$ cat src/rtl/lcd_pkg.sv
// Shared types and constants for the HD44780 LCD controller.
// Register field positions, FSM states and the power-up init ROM.
package lcd_pkg;

  typedef enum logic [2:0] {
    S_PWRUP,
    S_INIT,
    S_SETUP,
    S_EN_HI,
    S_HOLD,
    S_EXEC,
    S_IDLE
  } lcd_state_e;

  typedef struct packed {
    logic       rs;
    logic [7:0] data;
  } lcd_cmd_t;

  localparam int LCD_DATA_LSB = 0;
  localparam int LCD_RS_BIT   = 8;
  localparam int LCD_ON_BIT   = 31;

  localparam logic [7:0] INIT_ROM0 = 8'h38;
  localparam logic [7:0] INIT_ROM1 = 8'h0C;
  localparam logic [7:0] INIT_ROM2 = 8'h01;
  localparam logic [7:0] INIT_ROM3 = 8'h06;

  function automatic logic [7:0] init_rom(
    input logic [1:0] idx
  );
    logic [7:0] v;
    unique case (idx)
      2'd0:    v = INIT_ROM0;
      2'd1:    v = INIT_ROM1;
      2'd2:    v = INIT_ROM2;
      default: v = INIT_ROM3;
    endcase
    return v;
  endfunction

  // clear display / return home need the long execution wait
  function automatic logic is_long_cmd(
    input logic       rs,
    input logic [7:0] data
  );
    return !rs && (data == 8'h01 ||
                   data == 8'h02 ||
                   data == 8'h03);
  endfunction

endpackage

$ cat src/rtl/lcd_timer.sv
// Down-counter used for every timed FSM phase.
// Saturates at zero; o_done while the count is zero.
module lcd_timer #(
  parameter int W       = 8,
  parameter int RST_VAL = 0
) (
  input  logic         i_clk,
  input  logic         i_rst_n,
  input  logic         i_load,
  input  logic [W-1:0] i_load_val,
  output logic         o_done
);

  logic [W-1:0] r_cnt;

  always_ff @(posedge i_clk or negedge i_rst_n) begin
    if (!i_rst_n) begin
      r_cnt <= W'(RST_VAL);
    end else if (i_load) begin
      r_cnt <= i_load_val;
    end else if (r_cnt != '0) begin
      r_cnt <= r_cnt - W'(1);
    end
  end

  assign o_done = (r_cnt == '0);

endmodule

$ cat src/rtl/lcd_hd44780_ctrl.sv
// HD44780 bus-cycle generator fed by the LSU LCD register.
// Power-up init, one-entry pending slot, busy/overrun status.
module lcd_hd44780_ctrl #(
  parameter int PWRUP_CYC     = 2_000_000,
  parameter int SETUP_CYC     = 2,
  parameter int EN_HIGH_CYC   = 12,
  parameter int HOLD_CYC      = 1,
  parameter int EXEC_CYC      = 2000,
  parameter int EXEC_LONG_CYC = 82000
) (
  input  logic        i_clk,
  input  logic        i_rst_n,
  input  logic        i_lcd_wr,
  input  logic [31:0] i_lcd_reg,
  output logic [7:0]  o_lcd_data,
  output logic        o_lcd_rs,
  output logic        o_lcd_rw,
  output logic        o_lcd_en,
  output logic        o_lcd_on,
  output logic        o_busy,
  output logic        o_overrun
);

  import lcd_pkg::*;

  localparam int MAXC = (PWRUP_CYC > EXEC_LONG_CYC) ?
                        PWRUP_CYC : EXEC_LONG_CYC;
  localparam int TW   = $clog2(MAXC + 1);

  lcd_state_e  r_state, w_next;
  lcd_cmd_t    r_slot, w_in, w_cmd;
  logic        r_slot_full;
  logic        w_slot_rd, w_bypass;
  logic        w_done, w_load;
  logic [TW-1:0] w_load_val;
  logic [1:0]  r_init_idx;
  logic        r_in_init;
  logic [7:0]  r_data;
  logic        r_rs, r_en, r_on;
  logic        r_busy, r_ovr;
  logic        w_unused_bits;

  assign w_in.rs   = i_lcd_reg[LCD_RS_BIT];
  assign w_in.data = i_lcd_reg[LCD_DATA_LSB +: 8];
  assign w_unused_bits = ^i_lcd_reg[30:9];

  lcd_timer #(
    .W       (TW),
    .RST_VAL (PWRUP_CYC - 1)
  ) u_timer (
    .i_clk      (i_clk),
    .i_rst_n    (i_rst_n),
    .i_load     (w_load),
    .i_load_val (w_load_val),
    .o_done     (w_done)
  );

  always_ff @(posedge i_clk or negedge i_rst_n) begin
    if (!i_rst_n) r_state <= S_PWRUP;
    else          r_state <= w_next;
  end

  always_comb begin
    w_next    = r_state;
    w_slot_rd = 1'b0;
    w_bypass  = 1'b0;
    w_cmd     = r_slot;
    unique case (r_state)
      S_PWRUP: if (w_done) w_next = S_INIT;
      S_INIT: begin
        w_next     = S_SETUP;
        w_cmd.rs   = 1'b0;
        w_cmd.data = init_rom(r_init_idx);
      end
      S_SETUP: if (w_done) w_next = S_EN_HI;
      S_EN_HI: if (w_done) w_next = S_HOLD;
      S_HOLD:  if (w_done) w_next = S_EXEC;
      S_EXEC: begin
        if (w_done) begin
          if (r_in_init) begin
            w_next = (r_init_idx == 2'd3) ?
                     S_IDLE : S_INIT;
          end else if (r_slot_full) begin
            w_next    = S_SETUP;
            w_slot_rd = 1'b1;
          end else begin
            w_next = S_IDLE;
          end
        end
      end
      S_IDLE: begin
        if (r_slot_full) begin
          w_next    = S_SETUP;
          w_slot_rd = 1'b1;
        end else if (i_lcd_wr) begin
          // idle write goes straight to the bus
          w_next   = S_SETUP;
          w_bypass = 1'b1;
          w_cmd    = w_in;
        end
      end
      default: w_next = S_PWRUP;
    endcase
  end

  always_comb begin
    w_load     = (w_next != r_state);
    w_load_val = '0;
    unique case (w_next)
      S_PWRUP: w_load_val = TW'(PWRUP_CYC - 1);
      S_SETUP: w_load_val = TW'(SETUP_CYC - 1);
      S_EN_HI: w_load_val = TW'(EN_HIGH_CYC - 1);
      S_HOLD:  w_load_val = TW'(HOLD_CYC - 1);
      S_EXEC: begin
        if (is_long_cmd(r_rs, r_data))
          w_load_val = TW'(EXEC_LONG_CYC - 1);
        else
          w_load_val = TW'(EXEC_CYC - 1);
      end
      default: w_load_val = '0;
    endcase
  end

  always_ff @(posedge i_clk or negedge i_rst_n) begin
    if (!i_rst_n) begin
      r_slot      <= '0;
      r_slot_full <= 1'b0;
      r_ovr       <= 1'b0;
    end else begin
      if (w_slot_rd) r_slot_full <= 1'b0;
      if (i_lcd_wr && !w_bypass) begin
        if (!r_slot_full || w_slot_rd) begin
          r_slot      <= w_in;
          r_slot_full <= 1'b1;
        end else begin
          r_ovr <= 1'b1;
        end
      end
    end
  end

  always_ff @(posedge i_clk or negedge i_rst_n) begin
    if (!i_rst_n) begin
      r_data     <= '0;
      r_rs       <= 1'b0;
      r_en       <= 1'b0;
      r_on       <= 1'b0;
      r_busy     <= 1'b1;
      r_init_idx <= '0;
      r_in_init  <= 1'b1;
    end else begin
      if (w_next == S_SETUP &&
          r_state != S_SETUP) begin
        r_rs   <= w_cmd.rs;
        r_data <= w_cmd.data;
      end
      r_en   <= (w_next == S_EN_HI);
      r_busy <= (r_state != S_IDLE) | r_slot_full;
      if (i_lcd_wr) r_on <= i_lcd_reg[LCD_ON_BIT];
      if (r_state == S_EXEC && w_done &&
          r_in_init) begin
        r_init_idx <= r_init_idx + 2'd1;
        if (r_init_idx == 2'd3) r_in_init <= 1'b0;
      end
    end
  end

  assign o_lcd_data = r_data;
  assign o_lcd_rs   = r_rs;
  assign o_lcd_rw   = 1'b0;
  assign o_lcd_en   = r_en;
  assign o_lcd_on   = r_on;
  assign o_busy     = r_busy;
  assign o_overrun  = r_ovr;

endmodule

$ cat config.mk
export PLATFORM = sky130hd
export DESIGN_NAME = lcd_hd44780_ctrl
export DESIGN_NICKNAME = d
export VERILOG_FILES = /design/src/rtl/lcd_pkg.sv /design/src/rtl/lcd_timer.sv /design/src/rtl/lcd_hd44780_ctrl.sv
export SDC_FILE = /design/constraint.sdc
export NUM_CORES = 1
export LEC_CHECK = 0
export ABC_AREA = 1
export BUFFER_PORTS_ARGS = -buffer_cell sky130_fd_sc_hd__buf_2
export CAP_MARGIN = 20
export CORE_ASPECT_RATIO = 0.6
export CORE_MARGIN = 2
export CORE_UTILIZATION = 50
export CTS_CLUSTER_DIAMETER = 50
export DETAILED_ROUTE_END_ITERATION = 8
export PLACE_DENSITY = 0.82
export SLEW_MARGIN = 40
export SYNTH_ARGS = -nofsm -noshare
export SYNTH_HDL_FRONTEND = slang
export SYNTH_HIERARCHICAL = 1
export SYNTH_SLANG_ARGS = --single-unit
$ cat constraint.sdc
create_clock -name i_clk -period 6 [get_ports i_clk]
set_input_delay 0.3 -clock i_clk [delete_from_list [all_inputs] [get_ports i_clk]]
set_output_delay 0.3 -clock i_clk [all_outputs]
set_load 0.02 [all_outputs]
==> results of run 1 <==
worst reg2reg max path, stage by stage (launching register included):
cell and delay (ns):
dfrtp_1 0.42, nor2_1 0.20, nand2_1 0.15, nor2_4 0.19, nor4b_2 0.59, o21ai_1 0.27
nand2_1 0.13, nand3_2 0.14, o21a_1 0.21, o21ai_1 0.07, buf_4 0.27, inv_2 0.15
nand4_1 0.23, o21ai_0 0.17, nor2_1 0.14
cell families after synthesis:
family | share of synthesized area
other cells | 0.00114
flops | 0.387
xor+xnor | 0.0187
compound gates | 0.0937
fa+ha+maj | 0.0267
simple gates | 0.389
buf+inv | 0.0842
registers in the layout, summed over array words and instances (netlist names):
register,flops
r_state,3
u_timer/r_cnt,21
o_lcd_data,8
r_init_idx,2
o_overrun,1
o_busy,1
r_slot,9
o_lcd_on,1
o_lcd_rs,1
o_lcd_en,1
r_slot_full,1
r_in_init,1
routing by layer:
metal  vias to the layer above  share of wire  GRT usage
li1                       1451              -          -
met1                      1337           0.51      0.359
met2                        86           0.41      0.345
met3                        10          0.066     0.0421
met4                         0          0.012     0.0641
met5                         -              0          0
worst max-delay path by stage:
stage	start	endpoint	slack, ns	cells after the start
2_1_floorplan	u_timer/r_cnt[13]	u_timer/r_cnt[1]	3.23	14
3_5_place_dp	u_timer/r_cnt[11]	u_timer/r_cnt[11]	2.77	14
3_3_place_gp	u_timer/r_cnt[11]	u_timer/r_cnt[11]	2.55	14
5_1_grt	u_timer/r_cnt[11]	u_timer/r_cnt[11]	2.35	14
6_report	u_timer/r_cnt[11]	u_timer/r_cnt[11]	2.59	14
4_1_cts	u_timer/r_cnt[11]	u_timer/r_cnt[11]	2.71	14
Yosys cell counts (3+ instances only):
library cell	instances
nand2_1	148
nor2_1	50
inv_1	46
dfrtp_1	35
nand3_1	29
dfstp_2	15
nor2_4	12
o21ai_0	12
o21ai_2	11
inv_2	10
ha_1	7
nand2_2	7
nand4_1	7
nor2_2	7
o211ai_1	7
o21ai_1	7
xor2_1	5
nand3_2	4
a21boi_0	3
a21oi_1	3
buf_6	3
where the power goes:
part	leakage (nW)	internal, W	switching, W
Clock	0.0519	0.000104	0.000115
Sequential	0.605	0.000499	0.000124
Combinational	1.20	0.000256	0.000510
what timing repair did:
action / in CTS / in global routing
setup buffers: 0 / 0
hold buffers: 1 / 0
endpoints found under the hold margin: 6 / 0
per-stage QoR:
stage          hold slack [ns]  power, W
3_5_place_dp             0.263   0.00138
3_3_place_gp             0.252   0.00135
2_1_floorplan          0.00441   0.00120
4_1_cts                  0.186   0.00161
6_report                 0.190   0.00161
5_1_grt                  0.197   0.00176
layout make-up:
cell class,instances,share of cell area
inverters,56,0.0585
clock buffers,7,0.0268
repair buffers,28,0.0418
well taps,84,0.0293
clock inverters,1,0.00104
multi-input cells,336,0.489
flip-flops and latches,50,0.354
==> out/metrics.cfg, run 1 <==
[setup_path]
cp-end-kind=register
crit_path_top_delay_cell=nor4b_2
crit_required_ns=6.24
cp.arrival_ns=3.65
r2r_slack_ns=2.59
crit_type=reg2reg
start_kind=register
critPathTopFamily=simple AND/OR/NAND/NOR gates
reg2reg_from=u_timer/r_cnt[11]
critical_path.max_fanout=22
cp_num_buf_inv=2
cp_slowest_stage_delay_ns=0.59
reg2reg_depth=14
worstPathCellList=nor2_1, nand2_1, nor2_4, nor4b_2, o21ai_1, nand2_1, nand3_2, o21a_1, o21ai_1, buf_4, inv_2, nand4_1, o21ai_0, nor2_1
r2r_end=u_timer/r_cnt[11]

[finish]
layout_commonest_cell=nand2_1
regArea_um2=1270
n_antenna_cell=0
drive_above_1_share=0.218
final_core_utilization=0.577
synthToLayoutAreaGrowth_pct=9.33
fin_cells=562
multi_input_area_um2=1760
final_cell_mix=nand2_1 (148), nor2_1 (50), inv_1 (46)
fin_area_um2=3590
nNetsFinal=519
fillCellCount=583

[route]
drt-initial-drc-count=224
drt_pre_antenna_iters=6
avgRoutedWirePerCell_um=13.3
drc_errors=0
drt-total-wl_mm=7.49
detail-route-antenna-nets=0
dr_total_vias=2884
via_per_inst=5.13

[clock_tree]
path_clk_slew_ns=0.09
ctsResizeCount=0
clk_latency_ns=0.31
cts_buffers=5
ctsHtreeMaxLevel=2
clockBufferDepth=2
root_buffer=clkbuf_8
cts_tree=done
clkSinkCount=50

[flow_run]
maxCapViolCount=0

[pwr]
leakage_nw=1.86
ir_drop_mv=0.245
powerDensity_nw_per_um2=448

[timing]
finalHoldViolCount=0
rsz0062_at_grt=no
fmax_mhz=294
post-route-min-period_ns=3.41
setup-tns-final_ns=0
slew_headroom=0.554
worst_slack_ns=2.59
tightest_slew_ns=0.668
slew_viol_final=0
worst_clock_skew_ns=0.00319
setup_viol=0
fin_crit_sh=0.568

[global_routing]
antenna_found_initial=0
overflow=0
grt_pass1_wl_mm=13.1
grt_pass1_vias=2722
grt_usage=0.237
grt_max_degree=34

[synthesis]
synth-seq-area-share=0.387
syn_area_per_cell_um2=7.33
synthCells=448
yosys_most_used_dff=dfrtp_1
yosys-top-cells-area=dfrtp_1 (27%), nand2_1 (17%), dfstp_2 (12%), nor2_1 (5.7%), inv_1 (5.3%)
async_flop_share=1.00
synth_top_area_share=0.267
yosys.area.top_type=dfrtp_1
synth_cell_types=36
netlist_area_um2=3290
synth-seq-cells=50
synth-edff-count=0
yosys_warnings=6

[worst_hold_path]
worstHoldStart=i_lcd_reg[31]
hp-class=in2reg
min_to=o_lcd_on
min_path_cells=3

[die]
start_util=0.528
pin_count=49
dieArea_um2=7260
core_um2=6220
rows=22
die_h_um=66.8
fp.dieW_um=109

[status]
status=completed

[place]
placed_cell_area_um2=3480
dpl_worst_slack_ns=2.77
portBuffers=25
dp.cells=553
hpwl_mm=5.81
place_congestion=0.926

Power figures use the tool's default switching activity.
==> run 2, diff against run 1 <==
- clock period: 6 -> 3.3 ns (I/O delays scaled with it)
==> run 2 against run 1 <==
Against the previous run: non-clock buffer count rose by 1; largest power group unchanged; combinational power rose by 81%; sequential power increased by 81%; power increased by 79%; utilization decreased by 0.16 points; setup slack lost 2.2 ns; cell area down 0.28%; critical endpoint is now u_timer/r_cnt[4]; critical path depth down 1; clock skew is 0.0049 ns higher; sequential share of layout area grew 0.099 points.
==> out/metrics.cfg, run 2 (synthesis gave the netlist of run 1 again) <==
[status]
status=completed  ; unchanged

[route]
met2_length_mm=2.88  ; was 3.06 mm
wl_met3_um=447  ; was 492 um
via_per_inst=5.17  ; was 5.13
drt-total-wl_mm=7.37  ; was 7.49 mm
dr_total_vias=2905  ; was 2884
drc_errors=0  ; unchanged
drt_pre_antenna_iters=5  ; was 6
drt-initial-drc-count=284  ; was 224
top_layer_used=met4  ; unchanged
detail-route-antenna-nets=0  ; unchanged
wl_met1_mm=3.96  ; was 3.85 mm
avgRoutedWirePerCell_um=13.1  ; was 13.3 um

[global_routing]
grt_pass1_vias=2662  ; was 2722
grt_max_degree=35  ; was 34
antenna_found_initial=0  ; unchanged
grt_usage=0.225  ; was 0.237
overflow=0  ; unchanged
grt_pass1_wl_mm=12.5  ; was 13.1 mm

[worst_hold_path]
worstHoldStart=i_lcd_reg[31]  ; unchanged
min_to=o_lcd_on  ; unchanged
min_path_cells=3  ; unchanged
hp-class=in2reg  ; unchanged

[clock_tree]
clk_latency_ns=0.31  ; about the same
clkSinkCount=50  ; unchanged
ctsHtreeMaxLevel=2  ; unchanged
cts_buffers=5  ; unchanged
path_clk_slew_ns=0.08  ; was 0.09 ns
clockBufferDepth=2  ; unchanged
root_buffer=clkbuf_8  ; unchanged
cts_tree=done  ; unchanged

[setup_path]
reg2reg_from=u_timer/r_cnt[11]  ; unchanged
crit_required_ns=3.55  ; was 6.24 ns
r2r_slack_ns=0.37  ; was 2.59 ns
crit_type=reg2reg  ; unchanged
cp-end-kind=register  ; unchanged
critical_path.max_fanout=12  ; was 22
reg2reg_depth=13  ; was 14
r2r_end=u_timer/r_cnt[4]  ; was u_timer/r_cnt[11]
start_kind=register  ; unchanged
cp.arrival_ns=3.18  ; was 3.65 ns

[finish]
drive_above_1_share=0.215  ; was 0.218
synthToLayoutAreaGrowth_pct=9.03  ; was 9.33%
layout_commonest_cell=nand2_1  ; unchanged
fin_area_um2=3580  ; was 3590 um2
n_antenna_cell=0  ; unchanged
largest_reg_flops=21  ; unchanged
final_cell_mix=nand2_1 (148), nor2_1 (50), inv_1 (46)  ; unchanged
top_register=u_timer/r_cnt  ; unchanged
nNetsFinal=520  ; was 519

[timing]
setup_viol=0  ; unchanged
rsz0062_at_grt=no  ; unchanged
worst_clock_skew_ns=0.00812  ; was 0.00319 ns
fin_crit_sh=0.889  ; was 0.568
slew_viol_final=0  ; unchanged
finalHoldViolCount=0  ; unchanged
worst_slack_ns=0.366  ; was 2.59 ns
setup-tns-final_ns=0  ; unchanged
post-route-min-period_ns=2.93  ; was 3.41 ns
slew_headroom=0.652  ; was 0.554
fmax_mhz=341  ; was 294 MHz
tightest_slew_ns=0.520  ; was 0.668 ns

[die]
rows=22  ; unchanged
core_um2=6220  ; unchanged
pin_count=49  ; unchanged
start_util=0.528  ; unchanged
die_h_um=66.8  ; unchanged
dieArea_um2=7260  ; unchanged
fp.dieW_um=109  ; unchanged

[flow_run]
maxCapViolCount=0  ; unchanged

[place]
placed_cell_area_um2=3480  ; about the same
dpl_worst_slack_ns=0.516  ; was 2.77 ns
portBuffers=25  ; unchanged
hpwl_mm=5.71  ; was 5.81 mm
place_congestion=0.929  ; was 0.926

[pwr]
ir_drop_mv=0.376  ; was 0.245 mV
leakage_nw=1.86  ; about the same
powerDensity_nw_per_um2=806  ; was 448 nW/um2

-- run 2: cell count changes in the layout (fill, tap and decap cells not counted), sizes merged --
| cell | change |
|---|---|
| clkinv | -1 |
| buf | +1 |
-- run 2: report_power, final --
group / internal [W] / switching (W) / total [W]
combinational: 0.000467 / 0.000924 / 0.00139
sequential: 0.000906 / 0.000225 / 0.00113
clock: 0.000167 / 0.000198 / 0.000365
total: 0.00154 / 0.00135 / 0.00289
-- run 2: worst max-delay path, stage by stage (launching register included) --
cell and delay (ns):
dfrtp_1 0.42, nor2_1 0.15, nand2_1 0.17, nor2_4 0.21, nor4b_1 0.29, buf_4 0.21
o21ai_1 0.12, nand2_1 0.10, nand3_2 0.14, nor2_4 0.32, nand2_1 0.22, inv_1 0.28
o21ai_0 0.13, nor2_1 0.11
-- run 2: how the worst max path moves through the flow --
stage | startpoint | endpoint | cells after the start
3_5_place_dp | u_timer/r_cnt[11] | u_timer/r_cnt[4] | 13
4_1_cts | u_timer/r_cnt[11] | u_timer/r_cnt[4] | 13
5_1_grt | u_timer/r_cnt[11] | u_timer/r_cnt[1] | 15
3_3_place_gp | u_timer/r_cnt[9] | u_timer/r_cnt[4] | 13
2_1_floorplan | u_timer/r_cnt[13] | u_timer/r_cnt[1] | 14
6_report | u_timer/r_cnt[11] | u_timer/r_cnt[4] | 13
-- run 2: area by class of cell --
cell class	count	area (um2)
Fill cell	575	2640
Multi-Input combinational cell	336	1750
Sequential cell	50	1270
Inverter	56	210
Timing Repair Buffer	29	160
Tap cell	84	105
Clock buffer	7	86.3
-- run 2: metal layers --
layer,GRT usage,up-vias
met1,0.349,1357
met2,0.317,83
met4,0.0657,0
met3,0.0362,9
li1,-,1456
met5,0,-
-- run 2: repair_timing --
| item | CTS | global route |
|---|---|---|
| gates resized for setup | 0 | 0 |
| hold buffers | 1 | 0 |
| setup buffers | 0 | 0 |
| hold endpoints to repair | 27 | 0 |
-- run 2: stage by stage --
| step | total power [W] | hold slack [ns] | util | cells |
|---|---|---|---|---|
| global placement | 0.00245 | 0.285 | 0.560 | 554 |
| global route | 0.00313 | 0.0566 | 0.576 | 562 |
| detailed placement | 0.00251 | 0.289 | 0.560 | 554 |
| floorplan | 0.00219 | -0.131 | - | 451 |
| finish | 0.00289 | 0.0627 | 0.576 | 562 |
| CTS | 0.00288 | 0.0598 | 0.575 | 562 |
